File: src/rtl/bip_prog_loader_if.sv
// bip_prog_loader_if: valid/ready byte stream feeding the program loader
interface bip_prog_loader_if;
  logic [7:0] rx_data;
  logic       rx_valid;
  logic       rx_ready;
  modport master (output rx_data, rx_valid, input rx_ready);
  modport slave  (input rx_data, rx_valid, output rx_ready);
endinterface

File: src/rtl/bip_prog_loader.sv
// bip_prog_loader: loads a checksummed program image into instruction ROM
// and holds the CPU in reset until a complete, verified image is present.
module bip_prog_loader #(
  parameter int         ADDR_W      = 11,
  parameter int         DATA_W      = 16,
  parameter int         MAX_WORDS   = 2048,
  parameter logic [7:0] SYNC_BYTE   = 8'hA5,
  parameter int         TIMEOUT_CYC = 100000
) (
  input  logic              clk_i,
  input  logic              rst_ni,
  bip_prog_loader_if.slave  rx,
  output logic [ADDR_W-1:0] prog_addr_o,
  output logic [DATA_W-1:0] prog_data_o,
  output logic              prog_we_o,
  output logic              cpu_rst_o,
  output logic              done_o,
  output logic              err_o
);
  localparam int TW = $clog2(TIMEOUT_CYC + 1);
  typedef enum logic [3:0] {IDLE, LEN_HI, LEN_LO, DATA_HI, DATA_LO, WRITE, CHK, DONE, ERR} state_e;
  state_e        state_q, state_d;
  logic [15:0]   len_q, len_d, idx_q, idx_d, word_q, word_d;
  logic [7:0]    chk_q, chk_d;
  logic [TW-1:0] timer_q, timer_d;
  logic          cpu_rst_q, cpu_rst_d, done_q, done_d, err_q, err_d;
  logic          xfer, sync, busy;
  assign rx.rx_ready = state_q != WRITE;
  assign xfer        = rx.rx_valid && rx.rx_ready;
  assign sync        = xfer && rx.rx_data == SYNC_BYTE;
  assign busy        = state_q inside {LEN_HI, LEN_LO, DATA_HI, DATA_LO, WRITE, CHK};
  assign prog_addr_o = idx_q[ADDR_W-1:0];
  assign prog_data_o = word_q;
  assign prog_we_o   = state_q == WRITE;
  assign cpu_rst_o   = cpu_rst_q;
  assign done_o      = done_q;
  assign err_o       = err_q;
  always_comb begin
    state_d = state_q;
    len_d   = len_q;
    idx_d   = idx_q;
    word_d  = word_q;
    chk_d   = (busy && xfer && state_q != CHK) ? chk_q ^ rx.rx_data : chk_q;
    timer_d = (busy && !xfer) ? timer_q + 1'b1 : '0;
    case (state_q)
      LEN_HI:  if (xfer) begin
        len_d[15:8] = rx.rx_data;
        state_d     = LEN_LO;
      end
      LEN_LO:  if (xfer) begin
        len_d[7:0] = rx.rx_data;
        state_d    = len_d > 16'(MAX_WORDS) ? ERR : len_d == '0 ? CHK : DATA_HI;
      end
      DATA_HI: if (xfer) begin
        word_d[15:8] = rx.rx_data;
        state_d      = DATA_LO;
      end
      DATA_LO: if (xfer) begin
        word_d[7:0] = rx.rx_data;
        state_d     = WRITE;
      end
      WRITE: begin
        idx_d   = idx_q + 16'd1;
        state_d = idx_d == len_q ? CHK : DATA_HI;
      end
      CHK:     if (xfer) state_d = rx.rx_data == chk_q ? DONE : ERR;
      default: if (sync) begin
        state_d = LEN_HI;
        idx_d   = '0;
        chk_d   = '0;
      end
    endcase
    // a stalled stream inside a packet aborts the load
    if (busy && !xfer && timer_q == TW'(TIMEOUT_CYC - 1)) state_d = ERR;
    done_d    = state_d == DONE;
    err_d     = state_d == ERR;
    cpu_rst_d = state_d != DONE;
  end
  always_ff @(posedge clk_i or negedge rst_ni) begin
    if (!rst_ni) begin
      state_q   <= IDLE;
      len_q     <= '0;
      idx_q     <= '0;
      word_q    <= '0;
      chk_q     <= '0;
      timer_q   <= '0;
      cpu_rst_q <= 1'b1;
      done_q    <= 1'b0;
      err_q     <= 1'b0;
    end else begin
      state_q   <= state_d;
      len_q     <= len_d;
      idx_q     <= idx_d;
      word_q    <= word_d;
      chk_q     <= chk_d;
      timer_q   <= timer_d;
      cpu_rst_q <= cpu_rst_d;
      done_q    <= done_d;
      err_q     <= err_d;
    end
  end
endmodule
File: src/flat_wrapper.sv
// flat-port wrapper written by rule: the top's interface ports become plain ports
module bip_prog_loader_flat 
#(
  parameter int         ADDR_W      = 11,
  parameter int         DATA_W      = 16,
  parameter int         MAX_WORDS   = 2048,
  parameter logic [7:0] SYNC_BYTE   = 8'hA5,
  parameter int         TIMEOUT_CYC = 100000
)
  (clk_i, rst_ni, prog_addr_o, prog_data_o, prog_we_o, cpu_rst_o, done_o, err_o, rx_rx_data, rx_rx_valid, rx_rx_ready);
  bip_prog_loader_if rx_i ();
  input  logic clk_i;
  input  logic rst_ni;
  output logic [ADDR_W-1:0] prog_addr_o;
  output logic [DATA_W-1:0] prog_data_o;
  output logic prog_we_o;
  output logic cpu_rst_o;
  output logic done_o;
  output logic err_o;
  input wire logic [$bits(rx_i.rx_data)-1:0] rx_rx_data;
  input wire logic [$bits(rx_i.rx_valid)-1:0] rx_rx_valid;
  output wire logic [$bits(rx_i.rx_ready)-1:0] rx_rx_ready;
  assign rx_i.rx_data = rx_rx_data;
  assign rx_i.rx_valid = rx_rx_valid;
  assign rx_rx_ready = rx_i.rx_ready;
  bip_prog_loader #(.ADDR_W(ADDR_W), .DATA_W(DATA_W), .MAX_WORDS(MAX_WORDS), .SYNC_BYTE(SYNC_BYTE), .TIMEOUT_CYC(TIMEOUT_CYC)) u_core (.clk_i(clk_i), .rst_ni(rst_ni), .rx(rx_i), .prog_addr_o(prog_addr_o), .prog_data_o(prog_data_o), .prog_we_o(prog_we_o), .cpu_rst_o(cpu_rst_o), .done_o(done_o), .err_o(err_o));
endmodule
File: config.mk
export PLATFORM = sky130hd
export DESIGN_NAME = bip_prog_loader_flat
export DESIGN_NICKNAME = d
export VERILOG_FILES = /design/src/rtl/bip_prog_loader_if.sv /design/src/rtl/bip_prog_loader.sv /design/src/flat_wrapper.sv
export SDC_FILE = /design/constraint.sdc
export NUM_CORES = 1
export LEC_CHECK = 0
export BUFFER_PORTS_ARGS = -buffer_cell sky130_fd_sc_hd__buf_2
export CAP_MARGIN = 20
export CORE_MARGIN = 4
export CORE_UTILIZATION = 64
export CTS_CLUSTER_DIAMETER = 30
export DETAILED_ROUTE_END_ITERATION = 8
export MAX_ROUTING_LAYER = met4
export PLACE_DENSITY = 0.85
export SYNTH_ARGS = -nofsm -noshare
export SYNTH_HDL_FRONTEND = slang
export SYNTH_SLANG_ARGS = --single-unit
File: constraint.sdc
create_clock -name clk_i -period 5.9 [get_ports clk_i]
set_input_delay 0.59 -clock clk_i [delete_from_list [all_inputs] [get_ports clk_i]]
set_output_delay 0.59 -clock clk_i [all_outputs]
set_load 0.005 [all_outputs]
==> impl_results.md <==
- Outcome: finished clean
- Area leader, netlist: dfrtp_1
- CTS resizes: 0
- Static leakage: between 2 and 2.5 nW
- Clk_skew: just over 0.01 ns
- Synth Flop Type: dfrtp_1
- Diodes inserted: 0
- CTS tree: yes
- Clock sinks: 80
- Vias in the first global route: 3,583
- Syn avg cell area: between 9 and 10 sq um
- Clock buffer depth: 2
- Fin crit period: around 3.2 ns
- Synth warn: 0
- MaxCap Viol Count: 0
- Largest net degree at the start of global routing: 81
- Post-CTS Setup Bufs: 0
- Max-slew headroom: a little over half
- Setup TNS: 0 ns
- WL/cell: 16.8 microns
- Power Dens Cells: between 400 and 500 mW/mm^2
- Worst-case reg-to-reg path depth: 9
- Initial Utilization: about 67%
- Endpoint class of the critical path: flop
- Nets: roughly 500
- Worst Setup Start Kind: flop
- CP arrival: about 3.4 ns
- Fill cells: between 500 and 600
- CTS Buf Count: 9
- Worst Tran Pin Value: 0.716 ns
- Fraction of registers with async set/reset: 100%
- RSZ-0062 raised after global routing: no
- Routed via count: roughly 3,700
- Number of antenna violations at the first check in global routing: 0
- Share of the synthesized area in the top cell type: 42.9%
- Htree depth: 3
- Final hold violations: 0
- Sequential area share after synthesis: 43.5%
- Ranking of synthesized cells by area: dfrtp_1, mux2_2, nor2_1
- DR iter-0 viols: between 300 and 400
- Gr ovfl total: 0
- Final core utilization: around 73%
- DRC Markers: 0
- Die X: ~93 microns
- Setup CP Type: reg2reg
- Crit share post-route: roughly 54%
- Final instance area: between 0.005 and 0.006 sq mm
- P&R area growth vs syn: 8.99%
- Number of synthesized flops with an enable pin: 0
- VDD IR max: 247 uV
- Syn Inst Count: 484
- Core area: 0.00691 sq mm
- Flops & latches, synth: 80
- Die Footprint: 0.00862 sq mm
- Critical R2R Capture: u_core.err_o
- Core Rows: 30
- Synth Net Count: 497
- Synth Cell Area: between 0.004 and 0.005 sq mm
- First-pass GRT wire length: 17.3 mm
- Pins Over Slew Limit: 0
- Final setup vio count: 0
- Clk pin slew, worst setup/hold paths: 0.09 ns
- Number of detailed-route iterations in the first pass: 5
- Remaining antenna violation count after routing: 0
- Routability cong.: ~0.95
- Critical path fanouts, max: 13
- Hold_ws: 0.0321 ns
- Min-Delay Path Class: in2async
- Clk_lat worst skew: between 0.3 and 0.4 ns
- Layout cells sized above 1: about a fifth
- Total track usage: ~26%
- CTS root buffer: clkbuf_8
- Routed wire length: between 10 and 15 mm
- Reg power frac: between 40% and 50%
- Sw Pwr: ~0.93 mW
- Power share of the clock group: between 20% and 30%
- Combinational power share: around 36%
- Final HPWL DP: around 6.8 mm
- Cell variety after synth: a little under 60
- Flop2flop setup slack: between 2 and 3 ns
- Vias per cell: 6.21
- Buffers on Ports: 42
- I/O Pins: 43
- Sw frac: 39.6%
- F_max: between 0.3 and 0.4 GHz
- Post-CTS Hold Buffers: 0
- Die H: 92.8 microns
- CP Data Required Time: ~6 ns
- Internal power: 1.42 mW
- Area post-placement: around 0.0048 sq mm
- Critical R2R Launch: u_core.idx_q[0]
-- flip-flops by register name, summed over array words and instances (netlist names) --
register / count
u_core.timer_q: 17
u_core.idx_q: 16
u_core.len_q: 16
u_core.prog_data_o: 16
u_core.chk_q: 8
u_core.state_q: 4
u_core.cpu_rst_o: 1
u_core.done_o: 1
u_core.err_o: 1
-- cell usage after synthesis, types with 2 or more instances --
cell / count
nand4b_1: 2
nor3_1: 5
dfrtp_1: 79
xnor2_1: 17
nor2_1: 56
o22ai_1: 2
nor4_1: 5
xor2_1: 24
a211o_1: 2
clkbuf_1: 19
a31oi_1: 8
or3_1: 4
o41ai_1: 3
nand2_1: 28
mux2_2: 33
a211oi_1: 2
buf_4: 11
inv_1: 6
nand2b_1: 9
buf_1: 4
o21ai_0: 42
buf_2: 6
and3_1: 5
o31ai_1: 5
o211ai_1: 7
a32oi_1: 2
mux2i_1: 2
nor4_4: 2
nand3_1: 27
and4_1: 4
nor4b_1: 2
ha_1: 2
a2111o_1: 2
a21oi_1: 15
or2_2: 2
and2_1: 4
nand4_1: 10
nor2b_1: 5
nand3b_1: 2
-- power by group through the flow --
stage	sequential, mW	combinational, mW	clock (mW)
floorplan	0.911	0.761	0
global placement	1.02	0.811	0
detailed placement	1.03	0.842	0
CTS	1.02	0.853	0.482
global route	1.07	0.953	0.507
finish	1.03	0.854	0.472
-- cell usage in the layout (no fill, tap or decap), types with 3 or more instances in the layout --
| cell | Yosys | routed |
|---|---|---|
| dfrtp_1 | 79 | 79 |
| nor2_1 | 56 | 56 |
| o21ai_0 | 42 | 42 |
| buf_2 | 6 | 41 |
| mux2_2 | 33 | 33 |
| nand2_1 | 28 | 28 |
| nand3_1 | 27 | 27 |
| xor2_1 | 24 | 24 |
| xnor2_1 | 17 | 17 |
| a21oi_1 | 15 | 15 |
| clkbuf_8 | 0 | 11 |
| nand4_1 | 10 | 10 |
| nand2b_1 | 9 | 9 |
| a31oi_1 | 8 | 8 |
| o211ai_1 | 7 | 7 |
| inv_1 | 6 | 6 |
| nor2b_1 | 5 | 5 |
| and3_1 | 5 | 5 |
| nor4_1 | 5 | 5 |
| nor3_1 | 5 | 5 |
| o31ai_1 | 5 | 5 |
| or3_1 | 4 | 4 |
| and2_1 | 4 | 4 |
| and4_1 | 4 | 4 |
| o41ai_1 | 3 | 3 |
| buf_4 | 11 | 3 |
-- layer usage --
layer  share of wire, %  wire length, microns  up-vias  track usage, %
li1                   -                     -     1758               -
met1                 44                  4440     1787            34.7
met5                  0                     0        -               -
met2                 48                  4840      170            39.9
met4                1.3                   129        0            8.42
met3                6.7                   672       18            4.79
-- worst max-delay path, cell delays in order (launching register included) --
cell and delay (ns):
dfrtp_1 0.51, ha_1 0.31, nand3_2 0.28, nor4_4 0.42
xnor2_1 0.11, a2111o_1 0.29, a2111o_1 0.38, a211oi_1 0.26
nor2_1 0.12, a2111oi_2 0.38
-- cell families (layout without fill, tap and decap cells) --
kind of cell,Yosys count,count (layout),synth area share [%]
xor+xnor,41,41,7.80
mux,35,35,8.51
simple gates,179,179,20.7
compound gates,101,101,14.2
fa+ha+maj,2,2,0.543
flops,80,80,43.5
buf+inv,46,67,4.81
-- worst max path at each step --
stage | cells past startpoint | startpoint | endpoint
after floorplan | 10 | u_core.idx_q[0] | u_core.err_o
after global placement | 9 | u_core.idx_q[0] | u_core.err_o
after detailed placement | 9 | u_core.idx_q[0] | u_core.err_o
after CTS | 9 | u_core.idx_q[0] | u_core.err_o
after global routing | 9 | u_core.idx_q[0] | u_core.err_o
final | 9 | u_core.idx_q[0] | u_core.err_o
-- stage by stage --
| step | total power, mW | setup WS, ns | std cells |
|---|---|---|---|
| finish | 2.36 | 2.71 | 601 |
| global placement | 1.83 | 2.95 | 584 |
| global route | 2.53 | 2.49 | 601 |
| detailed placement | 1.87 | 2.76 | 584 |
| floorplan | 1.67 | 3.18 | 484 |
| CTS | 2.36 | 2.73 | 600 |
-- cell type report --
type	count	area [sq um]	share of cell area [%]
timing repair buffer	45	255	5.09
inverter	6	22.5	0.449
clock inverter	5	86.3	1.72
clock buffer	11	151	3.02
multi-input combinational	358	2380	47.4
tap	96	120	2.39
sequential	80	2000	39.9
Note: power is estimated with default switching activity, not from simulation.
